==> src/rtl/ysyx_24110006_trap_ctrl_if.sv <==
// ysyx_24110006_trap_ctrl_if
// Bundles every non-clock signal of the trap sequencer. The signals are the
// EXU request, the live CSR read values, the CSR write port, and the IFU
// redirect handshake. Signal names are written from the trap controller's
// point of view: i_* flows into the controller and o_* flows out of it.
//   slave  : the trap controller itself
//   master : the surrounding core (EXU / CSR file / IFU), or a testbench
// Parameters: CSR_AW (CSR address width), XLEN (data width).
interface ysyx_24110006_trap_ctrl_if #(
  parameter int CSR_AW = 12,
  parameter int XLEN   = 32
);
  // EXU request handshake and exception flags
  logic              i_valid;
  logic              o_ready;
  logic              i_ecall;
  logic              i_ebreak;
  logic              i_illegal;
  logic              i_mret;
  logic [XLEN-1:0]   i_pc;
  logic [XLEN-1:0]   i_npc;
  logic              i_mtip;

  // live CSR read values
  logic [XLEN-1:0]   i_mstatus;
  logic [XLEN-1:0]   i_mtvec;
  logic [XLEN-1:0]   i_mepc;

  // single CSR write port
  logic              o_csr_we;
  logic [CSR_AW-1:0] o_csr_waddr;
  logic [XLEN-1:0]   o_csr_wdata;

  // IFU redirect handshake
  logic              o_redir_valid;
  logic [XLEN-1:0]   o_redir_pc;
  logic              i_redir_ready;
  logic              o_trap_taken;

  modport slave (
    input  i_valid, i_ecall, i_ebreak, i_illegal, i_mret, i_pc, i_npc, i_mtip,
    input  i_mstatus, i_mtvec, i_mepc, i_redir_ready,
    output o_ready, o_csr_we, o_csr_waddr, o_csr_wdata,
    output o_redir_valid, o_redir_pc, o_trap_taken
  );

  modport master (
    output i_valid, i_ecall, i_ebreak, i_illegal, i_mret, i_pc, i_npc, i_mtip,
    output i_mstatus, i_mtvec, i_mepc, i_redir_ready,
    input  o_ready, o_csr_we, o_csr_waddr, o_csr_wdata,
    input  o_redir_valid, o_redir_pc, o_trap_taken
  );
endinterface

==> src/rtl/ysyx_24110006_trap_ctrl.sv <==
// ysyx_24110006_trap_ctrl
// Multi-cycle trap sequencer that sits between the EXU and the machine-mode
// CSR file. It accepts one trap or mret request per handshake. For a trap
// entry it writes mepc, mcause and mstatus over three cycles and then
// redirects the IFU to mtvec. For mret it rewrites mstatus and then redirects
// the IFU to mepc.
// Ports:
//   i_clock - clock
//   i_reset - synchronous active-high reset
//   bus     - ysyx_24110006_trap_ctrl_if.slave carrying the request,
//             CSR read values, CSR write port and redirect handshake
module ysyx_24110006_trap_ctrl #(
  parameter int CSR_AW = 12,
  parameter int XLEN   = 32
) (
  input  logic                          i_clock,
  input  logic                          i_reset,
  ysyx_24110006_trap_ctrl_if.slave      bus
);

  localparam logic [CSR_AW-1:0] ADDR_MSTATUS = CSR_AW'(12'h300);
  localparam logic [CSR_AW-1:0] ADDR_MEPC    = CSR_AW'(12'h341);
  localparam logic [CSR_AW-1:0] ADDR_MCAUSE  = CSR_AW'(12'h342);

  localparam logic [XLEN-1:0] CAUSE_ILLEGAL = XLEN'(2);
  localparam logic [XLEN-1:0] CAUSE_EBREAK  = XLEN'(3);
  localparam logic [XLEN-1:0] CAUSE_ECALL   = XLEN'(11);
  localparam logic [XLEN-1:0] CAUSE_MTIMER  = {1'b1, (XLEN-1)'(7)};

  typedef enum logic [2:0] {
    IDLE,
    WR_MEPC,
    WR_MCAUSE,
    WR_MSTATUS,
    MRET_MST,
    REDIRECT
  } state_t;

  state_t          state_q, state_d;
  logic [XLEN-1:0] epc_q, epc_d;
  logic [XLEN-1:0] cause_q, cause_d;
  logic            mret_q, mret_d;

  logic            irq_enabled;
  logic [XLEN-1:0] mstatus_entry;
  logic [XLEN-1:0] mstatus_ret;
  logic [XLEN-1:0] tvec_base;
  logic [XLEN-1:0] entry_target;

  // State and latched request fields. Reset abandons any partial trap.
  always_ff @(posedge i_clock) begin
    if (i_reset) begin
      state_q <= IDLE;
      epc_q   <= '0;
      cause_q <= '0;
      mret_q  <= 1'b0;
    end else begin
      state_q <= state_d;
      epc_q   <= epc_d;
      cause_q <= cause_d;
      mret_q  <= mret_d;
    end
  end

  // mstatus images for trap entry and mret. They are built from the live
  // value so that the fields we do not own pass through unchanged.
  // On entry MIE is stacked into MPIE. On return MPIE is restored into MIE.
  // Both paths leave MPP at M-mode, because this core has no other
  // privilege mode.
  always_comb begin
    irq_enabled = bus.i_mtip & bus.i_mstatus[3];

    mstatus_entry        = bus.i_mstatus;
    mstatus_entry[7]     = bus.i_mstatus[3];
    mstatus_entry[3]     = 1'b0;
    mstatus_entry[12:11] = 2'b11;

    mstatus_ret          = bus.i_mstatus;
    mstatus_ret[3]       = bus.i_mstatus[7];
    mstatus_ret[7]       = 1'b1;
    mstatus_ret[12:11]   = 2'b11;

    // Vectored mode offsets only interrupts. Shifting the whole cause left
    // by two drops the interrupt bit, which gives 4*cause[30:0] mod 2^XLEN.
    tvec_base = {bus.i_mtvec[XLEN-1:2], 2'b00};
    if (bus.i_mtvec[1:0] == 2'b01 && cause_q[XLEN-1])
      entry_target = tvec_base + (cause_q << 2);
    else
      entry_target = tvec_base;
  end

  // Next-state and output decode. Flags are looked at only on the accepting
  // cycle, so later changes on i_mtip or on the exception lines are ignored
  // while busy. A request with nothing to do is consumed without leaving
  // IDLE.
  always_comb begin
    state_d           = state_q;
    epc_d             = epc_q;
    cause_d           = cause_q;
    mret_d            = mret_q;
    bus.o_ready       = 1'b0;
    bus.o_csr_we      = 1'b0;
    bus.o_csr_waddr   = '0;
    bus.o_csr_wdata   = '0;
    bus.o_redir_valid = 1'b0;
    bus.o_redir_pc    = '0;
    bus.o_trap_taken  = 1'b0;

    case (state_q)
      IDLE: begin
        bus.o_ready = 1'b1;
        if (bus.i_valid) begin
          mret_d = 1'b0;
          if (bus.i_illegal) begin
            cause_d = CAUSE_ILLEGAL;
            epc_d   = bus.i_pc;
            state_d = WR_MEPC;
          end else if (bus.i_ebreak) begin
            cause_d = CAUSE_EBREAK;
            epc_d   = bus.i_pc;
            state_d = WR_MEPC;
          end else if (bus.i_ecall) begin
            cause_d = CAUSE_ECALL;
            epc_d   = bus.i_pc;
            state_d = WR_MEPC;
          end else if (bus.i_mret) begin
            mret_d  = 1'b1;
            state_d = MRET_MST;
          end else if (irq_enabled) begin
            // The requesting instruction retires, so the return point is
            // the next sequential PC.
            cause_d = CAUSE_MTIMER;
            epc_d   = bus.i_npc;
            state_d = WR_MEPC;
          end
        end
      end
      WR_MEPC: begin
        bus.o_csr_we    = 1'b1;
        bus.o_csr_waddr = ADDR_MEPC;
        bus.o_csr_wdata = epc_q;
        state_d         = WR_MCAUSE;
      end
      WR_MCAUSE: begin
        bus.o_csr_we    = 1'b1;
        bus.o_csr_waddr = ADDR_MCAUSE;
        bus.o_csr_wdata = cause_q;
        state_d         = WR_MSTATUS;
      end
      WR_MSTATUS: begin
        bus.o_csr_we    = 1'b1;
        bus.o_csr_waddr = ADDR_MSTATUS;
        bus.o_csr_wdata = mstatus_entry;
        state_d         = REDIRECT;
      end
      MRET_MST: begin
        bus.o_csr_we    = 1'b1;
        bus.o_csr_waddr = ADDR_MSTATUS;
        bus.o_csr_wdata = mstatus_ret;
        state_d         = REDIRECT;
      end
      REDIRECT: begin
        // The target comes from live CSRs. They are stable here because
        // this block is the only writer and it writes nothing in this state.
        bus.o_redir_valid = 1'b1;
        bus.o_redir_pc    = mret_q ? bus.i_mepc : entry_target;
        if (bus.i_redir_ready) begin
          bus.o_trap_taken = ~mret_q;
          state_d          = IDLE;
        end
      end
      default: state_d = IDLE;
    endcase
  end

endmodule

==> src/flat_wrapper.sv <==
// flat-port wrapper written by rule: the top's interface ports become plain ports
module ysyx_24110006_trap_ctrl_flat 
#(
  parameter int CSR_AW = 12,
  parameter int XLEN   = 32
)
  (i_clock, i_reset, bus_i_valid, bus_i_ecall, bus_i_ebreak, bus_i_illegal, bus_i_mret, bus_i_pc, bus_i_npc, bus_i_mtip, bus_i_mstatus, bus_i_mtvec, bus_i_mepc, bus_i_redir_ready, bus_o_ready, bus_o_csr_we, bus_o_csr_waddr, bus_o_csr_wdata, bus_o_redir_valid, bus_o_redir_pc, bus_o_trap_taken);
  ysyx_24110006_trap_ctrl_if #(.CSR_AW(CSR_AW), .XLEN(XLEN)) bus_i ();
  input  logic i_clock;
  input  logic i_reset;
  input wire logic [$bits(bus_i.i_valid)-1:0] bus_i_valid;
  input wire logic [$bits(bus_i.i_ecall)-1:0] bus_i_ecall;
  input wire logic [$bits(bus_i.i_ebreak)-1:0] bus_i_ebreak;
  input wire logic [$bits(bus_i.i_illegal)-1:0] bus_i_illegal;
  input wire logic [$bits(bus_i.i_mret)-1:0] bus_i_mret;
  input wire logic [$bits(bus_i.i_pc)-1:0] bus_i_pc;
  input wire logic [$bits(bus_i.i_npc)-1:0] bus_i_npc;
  input wire logic [$bits(bus_i.i_mtip)-1:0] bus_i_mtip;
  input wire logic [$bits(bus_i.i_mstatus)-1:0] bus_i_mstatus;
  input wire logic [$bits(bus_i.i_mtvec)-1:0] bus_i_mtvec;
  input wire logic [$bits(bus_i.i_mepc)-1:0] bus_i_mepc;
  input wire logic [$bits(bus_i.i_redir_ready)-1:0] bus_i_redir_ready;
  output wire logic [$bits(bus_i.o_ready)-1:0] bus_o_ready;
  output wire logic [$bits(bus_i.o_csr_we)-1:0] bus_o_csr_we;
  output wire logic [$bits(bus_i.o_csr_waddr)-1:0] bus_o_csr_waddr;
  output wire logic [$bits(bus_i.o_csr_wdata)-1:0] bus_o_csr_wdata;
  output wire logic [$bits(bus_i.o_redir_valid)-1:0] bus_o_redir_valid;
  output wire logic [$bits(bus_i.o_redir_pc)-1:0] bus_o_redir_pc;
  output wire logic [$bits(bus_i.o_trap_taken)-1:0] bus_o_trap_taken;
  assign bus_i.i_valid = bus_i_valid;
  assign bus_i.i_ecall = bus_i_ecall;
  assign bus_i.i_ebreak = bus_i_ebreak;
  assign bus_i.i_illegal = bus_i_illegal;
  assign bus_i.i_mret = bus_i_mret;
  assign bus_i.i_pc = bus_i_pc;
  assign bus_i.i_npc = bus_i_npc;
  assign bus_i.i_mtip = bus_i_mtip;
  assign bus_i.i_mstatus = bus_i_mstatus;
  assign bus_i.i_mtvec = bus_i_mtvec;
  assign bus_i.i_mepc = bus_i_mepc;
  assign bus_i.i_redir_ready = bus_i_redir_ready;
  assign bus_o_ready = bus_i.o_ready;
  assign bus_o_csr_we = bus_i.o_csr_we;
  assign bus_o_csr_waddr = bus_i.o_csr_waddr;
  assign bus_o_csr_wdata = bus_i.o_csr_wdata;
  assign bus_o_redir_valid = bus_i.o_redir_valid;
  assign bus_o_redir_pc = bus_i.o_redir_pc;
  assign bus_o_trap_taken = bus_i.o_trap_taken;
  ysyx_24110006_trap_ctrl #(.CSR_AW(CSR_AW), .XLEN(XLEN)) u_core (.i_clock(i_clock), .i_reset(i_reset), .bus(bus_i));
endmodule
==> config.mk <==
export PLATFORM = sky130hd
export DESIGN_NAME = ysyx_24110006_trap_ctrl_flat
export DESIGN_NICKNAME = d
export VERILOG_FILES = /design/src/rtl/ysyx_24110006_trap_ctrl_if.sv /design/src/rtl/ysyx_24110006_trap_ctrl.sv /design/src/flat_wrapper.sv
export SDC_FILE = /design/constraint.sdc
export NUM_CORES = 1
export LEC_CHECK = 0
export BUFFER_PORTS_ARGS = -buffer_cell sky130_fd_sc_hd__buf_2
export CORE_AREA = 2 2 96 98
export CTS_CLUSTER_DIAMETER = 50
export DETAILED_ROUTE_END_ITERATION = 8
export DIE_AREA = 0 0 98 100
export PLACE_DENSITY_LB_ADDON = 0.12
export RECOVER_POWER = 25
export SLEW_MARGIN = 20
export SYNTH_ARGS = -nofsm -noshare
export SYNTH_HDL_FRONTEND = slang
export SYNTH_SLANG_ARGS = --single-unit
==> constraint.sdc <==
create_clock -name i_clock -period 4.5 [get_ports i_clock]
set_input_delay 0.225 -clock i_clock [delete_from_list [all_inputs] [get_ports i_clock]]
set_output_delay 0.225 -clock i_clock [all_outputs]
set_load 0.005 [all_outputs]
Word level (Yosys, flattened, before mapping). Index checks and enable logic that the tools add are counted.

Logic and storage cells: 57. Latch bits: 0. Bits in registers: 68. Memories kept: 0. RAM bits: 0. Output and inout port bits: 80. Memory bits (read-only): 0.

Reduce and logical (&&, ||, !) cells: 8. Bitwise logic cells: 2. Equal/unequal tests: 10. Multipliers: 0. Add/sub/neg operators: 1. $lt $le $gt $ge: 0. Divide/modulo/power cells: 0. Shifts and indexed selects: 0. Multiplexer cells: 32.

Operators by type and width (number): two-way mux 32 bit (13); one-hot mux 32 bit (4 select lines) (1); adder 32 bit (1); one-hot mux 10 bit (3 select lines) (1); two-way mux 3 bit (7); one-hot mux 3 bit (5 select lines) (1); two-way mux 1 bit (9); equality test 3 x 2 -> 1 bit (second input constant) (2); equality test 3 bit (second input constant) (2); inequality test 6 x 5 -> 1 bit (second input constant) (1); inequality test 2 bit (second input constant) (2); inequality test 4 bit (second input constant) (1); AND reduction 4 bit (1); nonzero test 4 bit (1); OR reduction 4 bit (1); equality test 3 x 1 -> 1 bit (second input constant) (1); logical NOT 3 bit (1); AND reduction 3 bit (1); equality test 2 x 1 -> 1 bit (second input constant) (1); AND reduction 2 bit (1); OR reduction 2 bit (1); bitwise AND 1 bit (1); logical AND 1 bit (1); inverter 1 bit (1).

Longest topological paths before layout. Gate-level depths: netlist of run 1.

Word-level depth: 8. Depth in mapped cells: 9. Gate-level depth less buffers: 8.

Worst setup path before layout of run 1. No wires, ideal clock.

Path kind: flip-flop to output port. Start: reg u_core.cause_q[0]. End: out bus_o_redir_pc[30]. Path buffers: 1. Cell stages (with the launch flop): 10. Path slack: 2118 ps. Data arrival time: 2157 ps. Path through: dfxtp_1 ha_1 inv_1 fa_1 nor2b_1 o21a_1 clkbuf_1 o211ai_4 or4_1 a31oi_1.

Cells in the longest elaborated chain, start to end: 4.

Ends and longest elaborated chain: start, declared (RTL line ysyx_24110006_trap_ctrl.sv:41) `logic [XLEN-1:0] cause_q, cause_d;`; start signal, assigned (RTL line ysyx_24110006_trap_ctrl.sv:60) `cause_q <= cause_d;`; adder 32 bit (RTL line ysyx_24110006_trap_ctrl.sv:87) `entry_target = tvec_base + (cause_q << 2);`; two-way mux 32 bit (RTL line ysyx_24110006_trap_ctrl.sv:86) `if (bus.i_mtvec[1:0] == 2'b01 && cause_q[XLEN-1])`; two-way mux 32 bit (RTL line ysyx_24110006_trap_ctrl.sv:166) `bus.o_redir_pc = mret_q ? bus.i_mepc : entry_target;`; two-way mux 32 bit (RTL line ysyx_24110006_trap_ctrl.sv:109) `case (state_q)`; end, declared (RTL line flat_wrapper.sv:28) `output wire logic [$bits(bus_i.o_redir_pc)-1:0] bus_o_redir_pc;`.

Every way passes these cells.

Worst setup path in the final report of run 1.
Start: reg u_core.state_q[0]. End: out bus_o_csr_wdata[19].

Cells in the longest elaborated chain, start to end: 2. Elaborated cells on any way between the ends: 5. Those cells by class: 4 x eq/ne; 1 x mux.

Ends and longest elaborated chain: start, declared (RTL line ysyx_24110006_trap_ctrl.sv:39) `state_t state_q, state_d;`; start signal, assigned (RTL line ysyx_24110006_trap_ctrl.sv:58) `state_q <= state_d;`; equality test 3 bit (tied with other cells) (RTL line ysyx_24110006_trap_ctrl.sv:109); one-hot mux 32 bit (4 select lines) (*) (RTL line ysyx_24110006_trap_ctrl.sv:109); end, declared (RTL line flat_wrapper.sv:26) `output wire logic [$bits(bus_i.o_csr_wdata)-1:0] bus_o_csr_wdata;`.

Every way passes the cells marked *; elsewhere a longest branch is shown, timed or not.

==> run_results.csv, run 1 <==
group,metric,value,unit
run_status,status,"finished, violations left",
run_status,violations,"max-capacitance violations, max-slew violations",
timing,fin_crit_sh,0.752,
timing,fin_skew,9.36,ps
clock_tree,cts_tree,"yes",
route,drt_iter0_drc,101,
setup_path,cp_slowest_cell,"o21bai_1",
clock_tree,cts_max_level,2,
global_route,grt_first_pass_wirelength,17500,um
cells_and_area,diodes,0,
cells_and_area,final_common_cell,"buf_2",
route,avgViaCountPerCell,5.27,
global_route,grt_max_degree,54,
setup_path,path_cells,"nand2b_1, o21bai_1, a22o_1, buf_2",
power_and_ir_drop,ir_worst_vdd,0.140,mV
setup_path,cp_max_fo,27,
placement,dp_hpwl,8670,um
global_route,gr-usage-all-layers,0.212,
power_and_ir_drop,leakage,2.18,nW
synth,syn-cell-area,0.00344,mm2
cells_and_area,syn2layout_area_growth,35.2,%
global_route,grt_pass1_vias,3780,
power_and_ir_drop,power_density,225,mW/mm2
setup_path,worstPathArrival,3160,ps
synth,synth_edf_count,0,
floorplan,die_h,100,um
floorplan,initial_utilization,0.387,
global_route,grt_overflow,0,
worst_hold_path,hp-class,"input port to flop",
clock_tree,cts_buffers,5,
run,cap_viol_max_count,2,
timing,max_clock_freq,296,MHz
cells_and_area,fill_cells,968,
clock_tree,clk_latency,290,ps
floorplan,dieWidth,98,um
setup_path,path_class,"flop to primary output",
floorplan,pin_count,249,
timing,setup_viol,0,
timing,hold_viol,0,
synth,ys_ff_latch,40,
timing,tightest_slew,2110,ps
cells_and_area,final_cell_mix,"226 x buf_2, 57 x nor2_1, 40 x dfxtp_1, 36 x o21ai_0, 35 x a211oi_1",
timing,hold_ws,167,ps
synth,synthArstFlopShare,0,
synth,ys.warnings.count,0,
route,drcViolationCount,0,
timing,relSlewSlack,-0.409,
route,detail_route.wl_per_cell,14.4,um
setup_path,slowest_delay,1610,ps
timing,rsz0062_at_grt,"false",
floorplan,fp.dieArea,0.00980,mm2
setup_path,critPathCaptureType,"primary output",
global_route,grt_antenna_before_repair,0,
route,ant_nets,0,
placement,portBuffers,239,
synth,yosysSeqAreaShare,0.232,
route,vias,4058,
clock_tree,cts.path.max_buffers,2,
route,drt_wl_total,11100,um
synth,ys_types,53,
timing,setup_tns,0,ps
clock_tree,cts_sinks,40,
clock_tree,clkTransAtPathRegs,80,ps
route,first_pass_iters,4,
clock_tree,cts_hold_buffers,0,
placement,pre_cts_slack,1840,ps
cells_and_area,postLayoutCoreUtil,0.524,
timing,min_period,3380,ps
placement,place.gp.congestion,0.831,
placement,placed_area,0.00461,mm2
synth,synth_ff_type,"dfxtp_1",
cells_and_area,fin_cells,770,
floorplan,core,0.00889,mm2
synth,postSynthCellCount,452,
clock_tree,root_buffer,"clkbuf_8",
clock_tree,postCtsResizedCells,0,
placement,dpl.cell_count,763,
timing,slew_viol_final,56,
setup_path,cp.required,4280,ps
setup_path,start_kind,"flop",
cells_and_area,drive_gt1_frac,0.376,
cells_and_area,fin_area,0.00466,mm2
synth,synth_area_per_cell,7.62,um2
timing,worst_slack,1120,ps
floorplan,placementRows,35,
power_and_ir_drop,power,1.05,mW
clock_tree,post_cts_buffers,0,
cells_and_area,finalNetCount,833,
## power breakdown
part,switching [mW],total [mW],leakage [nW],internal [mW]
Sequential,0.0353,0.434,0.330,0.399
Clock,0.131,0.236,0.0400,0.105
Combinational,0.200,0.378,1.81,0.178
## registers in the layout (all words and copies together) (netlist names)
signal	count
u_core.mret_q	1
u_core.epc_q	32
u_core.state_q	3
u_core.cause_q	4
## cell type report
| class | instances | area, um2 | area share |
|---|---|---|---|
| clock inverter | 2 | 12.5 | 0.00269 |
| tap | 111 | 139 | 0.0298 |
| multi-input combinational | 360 | 2390 | 0.514 |
| timing repair buffer | 242 | 1200 | 0.259 |
| clock buffer | 5 | 68.8 | 0.0148 |
| inverter | 10 | 37.5 | 0.00806 |
| sequential | 40 | 801 | 0.172 |
## cell usage after synthesis (all sizes together) (2+ instances only)
| cell | count | share of area |
|---|---|---|
| nor2b | 4 | 0.0073 |
| nand2 | 26 | 0.028 |
| nand3b | 3 | 0.0076 |
| o211ai | 6 | 0.017 |
| xnor2 | 6 | 0.015 |
| clkbuf | 25 | 0.027 |
| nor4b | 2 | 0.011 |
| dfxtp | 40 | 0.23 |
| buf | 23 | 0.040 |
| o21a | 2 | 0.0044 |
| nand3 | 11 | 0.016 |
| a31oi | 3 | 0.0054 |
| a211oi | 35 | 0.076 |
| o2111ai | 4 | 0.010 |
| nand2b | 4 | 0.0073 |
| nor2 | 57 | 0.062 |
| o21ai | 36 | 0.052 |
| nand4 | 11 | 0.022 |
| a21o | 2 | 0.0044 |
| and4 | 2 | 0.0054 |
| inv | 9 | 0.0098 |
| a22oi | 5 | 0.011 |
| xor2 | 20 | 0.051 |
| a21oi | 24 | 0.035 |
| a22o | 24 | 0.061 |
| nor3 | 4 | 0.0091 |
| o21bai | 3 | 0.0076 |
| and2 | 2 | 0.0036 |
| and3 | 8 | 0.015 |
| or3 | 2 | 0.0036 |
| ha | 4 | 0.015 |
| mux2i | 34 | 0.099 |
## cells by family after synthesis
logic type,Yosys count,synth area share
and+or+nand+nor,137,0.201
xor gates and xnor gates,26,0.0661
muxes,35,0.102
AOI/OAI and AO/OA,150,0.299
other,1,0.00109
adders and majority gates,5,0.0203
buffers and inverters,58,0.0785
DFF,40,0.232
## worst max-delay path, delay by kind of cell (launching register included)
kind | cells | cell delay [ps]
simple gates | 1 | 190
buf+inv | 1 | 120
flops | 1 | 620
compound gates | 2 | 1920
## worst paths after layout
check | endpoint | cells after the start | slack, ps | from
setup / recovery | bus_o_csr_wdata[19] | 4 | 1120 | u_core.state_q[0]$_SDFFE_PP0P_
setup reg to reg | u_core.epc_q[13]$_SDFFE_PP0P_ | 5 | 1620 | u_core.state_q[2]$_SDFFE_PP0P_
hold reg to reg | u_core.epc_q[12]$_SDFFE_PP0P_ | 2 | 500 | u_core.epc_q[12]$_SDFFE_PP0P_
hold / removal | u_core.cause_q[0]$_SDFFE_PP0P_ | 2 | 170 | bus_i_illegal
## routing by layer
metal / vias to the layer above / part of all wire / global-route usage
met5: - / 0 / 0
met4: 0 / 0.010 / 0.0417
met3: 9 / 0.071 / 0.0494
met2: 140 / 0.51 / 0.389
met1: 1852 / 0.41 / 0.254
li1: 2057 / - / -
Note: power is estimated with default switching activity, not from simulation.
==> run 2, diff against run 1 <==
- CORE_AREA: 2 2 96 98 -> default
- CORE_UTILIZATION: default -> 38
- DIE_AREA: 0 0 98 100 -> default
- clock period: 4.5 -> 2.9 ns (I/O delays scaled with it)
==> run_results.csv, run 2 (synthesized netlist as in run 1, its figures left out) <==
group,metric,value,unit
run_status,status,"finished, final reports clean",
cells_and_area,largest_register_ffs,32,
cells_and_area,regArea,801,um2
clock_tree,cts_buffers,5,
clock_tree,cts_sinks,40,
global_route,grt_pass1_vias,3769,
cells_and_area,diodes,0,
global_route,grt_antenna_before_repair,0,
cells_and_area,top_register,"u_core.epc_q",
timing,tightest_slew,1190,ps
placement,dp_hpwl,8530,um
floorplan,pin_count,249,
cells_and_area,final_cell_mix,"233 x buf_2, 56 x nor2_1, 40 x dfxtp_1, 36 x o21ai_0, 35 x a211oi_1",
floorplan,dieWidth,97.2,um
worst_hold_path,min_to,"u_core.cause_q[0]$_SDFFE_PP0P_",
cells_and_area,fill_cells,895,
clock_tree,cts.path.max_buffers,2,
timing,setup_viol,0,
setup_path,r2r-start,"u_core.state_q[2]$_SDFFE_PP0P_",
route,ant_nets,0,
setup_path,worstPathArrival,2550,ps
timing,hold_viol,0,
floorplan,placementRows,34,
cells_and_area,fin_cells,777,
clock_tree,clkTransAtPathRegs,80,ps
route,vias,4096,
placement,dpl.cell_count,769,
clock_tree,postCtsResizedCells,0,
run,cap_viol_max_count,0,
placement,placed_area,0.00466,mm2
power_and_ir_drop,power,1.74,mW
worst_hold_path,hp-class,"input port to flop",
timing,hold_ws,73.9,ps
cells_and_area,finalNetCount,842,
setup_path,path_cells,"ha_1, inv_1, fa_1, nor2b_1, o21a_1, o211ai_4, or4_1, a31oi_1, buf_2",
cells_and_area,top_regs,"u_core.epc_q (32), u_core.cause_q (4), u_core.state_q (3)",
timing,setup_tns,0,ps
setup_path,r2r_cells,5,
global_route,gr-usage-all-layers,0.218,
timing,relSlewSlack,0.208,
clock_tree,root_buffer,"clkbuf_8",
cells_and_area,drive_gt1_frac,0.399,
clock_tree,cts_hold_buffers,0,
global_route,grt_max_degree,41,
clock_tree,cts_tree,"yes",
cells_and_area,postLayoutCoreUtil,0.544,
setup_path,worstReg2RegEnd,"u_core.epc_q[3]$_SDFFE_PP0P_",
power_and_ir_drop,leakage,2.27,nW
placement,pre_cts_slack,531,ps
cells_and_area,syn2layout_area_growth,38.3,%
setup_path,critPathCaptureType,"primary output",
placement,portBuffers,239,
route,drt_wl_total,10900,um
setup_path,r2r_slack,380,ps
clock_tree,clk_latency,290,ps
timing,slew_viol_final,0,
setup_path,path_class,"flop to primary output",
cells_and_area,multi_input_area,0.00240,mm2
worst_hold_path,holdCritStartpoint,"bus_i_illegal",
cells_and_area,final_common_cell,"buf_2",
floorplan,fp.dieArea,0.00945,mm2
route,avgViaCountPerCell,5.27,
timing,fin_crit_sh,0.931,
timing,max_clock_freq,371,MHz
route,drcViolationCount,0,
route,drt_iter0_drc,98,
route,first_pass_iters,4,
worst_hold_path,min_path_cells,2,
floorplan,core,0.00876,mm2
setup_path,cp_slowest_cell,"or4_1",
clock_tree,post_cts_buffers,0,
clock_tree,cts_max_level,2,
setup_path,slowest_delay,430,ps
power_and_ir_drop,power_density,365,mW/mm2
timing,fin_skew,8.31,ps
global_route,grt_overflow,0,
floorplan,initial_utilization,0.393,
floorplan,die_h,97.2,um
setup_path,cp_max_fo,7,
setup_path,start_kind,"flop",
route,detail_route.wl_per_cell,14.0,um
timing,worst_slack,201,ps
placement,place.gp.congestion,0.840,
timing,min_period,2700,ps
setup_path,cp.required,2760,ps
global_route,grt_first_pass_wirelength,17300,um
power_and_ir_drop,ir_worst_vdd,0.220,mV
timing,rsz0062_at_grt,"false",
cells_and_area,fin_area,0.00476,mm2
[run 2: cell types whose count changed in the layout (fill, tap and decap cells not counted), moves of 2 or more]
cell	change
clkbuf_1	-7
buf_4	+7
buf_2	+7
clkbuf_2	+2
[run 2: worst max-delay path by stage]
stage / start / slack [ps] / cells past startpoint / end
4_1_cts: u_core.cause_q[0]$_SDFFE_PP0P_ / 180 / 9 / bus_o_redir_pc[30]
2_1_floorplan: u_core.cause_q[0]$_SDFFE_PP0P_ / 600 / 9 / bus_o_redir_pc[30]
6_report: u_core.cause_q[0]$_SDFFE_PP0P_ / 200 / 9 / bus_o_redir_pc[30]
3_3_place_gp: u_core.cause_q[0]$_SDFFE_PP0P_ / 530 / 9 / bus_o_redir_pc[30]
5_1_grt: u_core.cause_q[0]$_SDFFE_PP0P_ / 10 / 10 / bus_o_redir_pc[8]
3_5_place_dp: u_core.cause_q[0]$_SDFFE_PP0P_ / 530 / 9 / bus_o_redir_pc[30]
[run 2: worst max-delay path, delay by kind of cell (launching register included)]
kind,cells,cell delay (ps)
fa+ha+maj,2,570
simple gates,2,590
buf+inv,2,180
flops,1,400
compound gates,3,510
[run 2: power by group]
| part | switching, mW | internal, mW |
|---|---|---|
| registers | 0.0554 | 0.619 |
| clock network | 0.214 | 0.259 |
| logic | 0.308 | 0.284 |
[run 2: final cells by class]
type	instances	area share
inverter	10	0.00788
clock inverter	3	0.00972
timing repair buffer	251	0.268
tap	108	0.0284
sequential	40	0.168
clock buffer	5	0.0144
multi-input combinational	360	0.504
[run 2: routing by layer]
metal / vias to the layer above / GRT usage / part of all wire
met4: 0 / 0.0486 / 0.011
met2: 157 / 0.404 / 0.51
met5: - / 0 / 0
met3: 10 / 0.0460 / 0.069
met1: 1851 / 0.257 / 0.41
li1: 2078 / - / -
==> run 3, diff against run 2 <==
- CORE_ASPECT_RATIO: default -> 1.75
- SKIP_LAST_GASP: default -> 1
- clock period: 2.9 -> 2.4 ns (I/O delays scaled with it)
==> run_results.csv, run 3 (synthesized netlist as in run 1, its figures left out) <==
group,metric,value,unit
global_route,grt_first_pass_wirelength,16700,um
route,drt_wl_total,11000,um
cells_and_area,finalNetCount,853,
power_and_ir_drop,ir_worst_vdd,0.454,mV
timing,rsz0062_at_grt,"true",
timing,tightest_slew,735,ps
timing,hold_viol,0,
global_route,grt_overflow,0,
timing,slew_viol_final,0,
setup_path,start_kind,"flop",
timing,worst_slack,-56.1,ps
cells_and_area,multi_input_area,0.00246,mm2
floorplan,fp.dieArea,0.00946,mm2
setup_path,worstPathArrival,2340,ps
route,vias,4089,
cells_and_area,top_register,"u_core.epc_q",
floorplan,core,0.00873,mm2
clock_tree,root_buffer,"clkbuf_16",
clock_tree,clkTransAtPathRegs,60,ps
worst_hold_path,hp-class,"input port to flop",
worst_hold_path,min_path_cells,2,
placement,place.gp.congestion,0.901,
clock_tree,cts_sinks,40,
timing,setup_viol,4,
timing,hold_ws,99.7,ps
global_route,grt_antenna_before_repair,0,
global_route,gr-usage-all-layers,0.226,
cells_and_area,final_cell_mix,"233 x buf_2, 56 x nor2_1, 39 x dfxtp_1, 35 x o21ai_0, 35 x a211oi_1",
clock_tree,clk_latency,280,ps
clock_tree,cts_max_level,2,
timing,setup_tns,-123,ps
timing,min_period,2460,ps
setup_path,r2r_cells,7,
cells_and_area,syn2layout_area_growth,44.2,%
route,first_pass_iters,4,
cells_and_area,regArea,802,um2
route,ant_nets,0,
setup_path,critPathCaptureType,"primary output",
setup_path,cp.required,2280,ps
cells_and_area,largest_register_ffs,32,
global_route,grt_pass1_vias,3648,
placement,pre_cts_slack,71.7,ps
timing,fin_skew,3.17,ps
run,cap_viol_max_count,0,
cells_and_area,drive_gt1_frac,0.421,
run_status,violations,"negative setup slack",
route,detail_route.wl_per_cell,13.8,um
cells_and_area,fin_area,0.00497,mm2
global_route,grt_max_degree,54,
timing,max_clock_freq,407,MHz
floorplan,die_h,128,um
clock_tree,cts.path.max_buffers,2,
cells_and_area,diodes,0,
floorplan,placementRows,45,
power_and_ir_drop,leakage,2.35,nW
run_status,status,"finished, violations left",
floorplan,pin_count,249,
route,avgViaCountPerCell,5.13,
floorplan,initial_utilization,0.395,
placement,dp_hpwl,8790,um
clock_tree,cts_tree,"yes",
timing,fin_crit_sh,1.02,
clock_tree,cts_buffers,5,
power_and_ir_drop,power_density,452,mW/mm2
route,drcViolationCount,0,
cells_and_area,top_regs,"u_core.epc_q (32), u_core.cause_q (4), u_core.state_q (3)",
cells_and_area,final_common_cell,"buf_2",
placement,portBuffers,239,
cells_and_area,fill_cells,852,
floorplan,dieWidth,74.0,um
placement,placed_area,0.00474,mm2
setup_path,cp_max_fo,5,
setup_path,path_class,"flop to primary output",
timing,relSlewSlack,0.510,
route,drt_iter0_drc,102,
clock_tree,cts_hold_buffers,0,
[run 3: cell types whose count changed in the layout (fill, tap and decap cells not counted), moves of 2 or more]
cell,before,now
clkbuf_16,0,5
o2111ai_1,4,1
clkbuf_2,4,2
clkbuf_1,4,6
clkbuf_8,5,1
clkinv_2,0,2
buf_6,0,3
o2111ai_2,0,2
buf_4,10,16
[run 3: stage by stage]
stage	power (mW)	util	std cells
after floorplan	1.26	-	458
after global placement	1.57	0.543	785
after detailed placement	1.58	0.543	785
after CTS	2.28	0.570	798
after global routing	2.39	0.569	797
final	2.24	0.569	797
[run 3: cell type report]
cell class                 instances  share of cell area
multi-input combinational        360               0.495
timing repair buffer             262               0.277
sequential                        40               0.161
tap                              117              0.0295
clock buffer                       6              0.0280
inverter                          10             0.00756
clock inverter                     2             0.00202
[run 3: worst paths after layout]
kind,start,slack [ps],endpoint
worst max-delay path,u_core.cause_q[0]$_SDFFE_PP0P_,-60,bus_o_redir_pc[28]
worst min-delay path,bus_i_illegal,100,u_core.cause_q[0]$_SDFFE_PP0P_
worst max register to register,u_core.state_q[1]$_SDFFE_PP0P_,130,u_core.epc_q[2]$_SDFFE_PP0P_
worst min register to register,u_core.epc_q[3]$_SDFFE_PP0P_,500,u_core.epc_q[3]$_SDFFE_PP0P_
[run 3: report_power, final]
group | switching [mW] | internal [mW]
sequential | 0.0559 | 0.750
clock | 0.264 | 0.410
combinational | 0.398 | 0.366
total | 0.718 | 1.53
[run 3: metal layers]
metal	global-route usage	wire (um)	up-vias
li1	-	-	2097
met1	0.218	3900	1799
met2	0.458	6250	183
met3	0.0354	705	10
met4	0.0758	142	0
met5	0	0	-
[run 3: what timing repair did]
item / in CTS / in global routing
pin swaps: 11 / 16
endpoints found under the setup margin: 11 / 13
setup buffers: 5 / 0
gates resized for setup: 14 / 5
[run 3: worst max-delay path: stages, from the launching register on]
cell and delay, ps:
dfxtp_2 350, ha_4 130, inv_2 40, fa_2 380, nor2b_2 140, o21a_2 170, o211ai_4 80, buf_6 150
or3_1 300, a31oi_1 170, buf_2 140
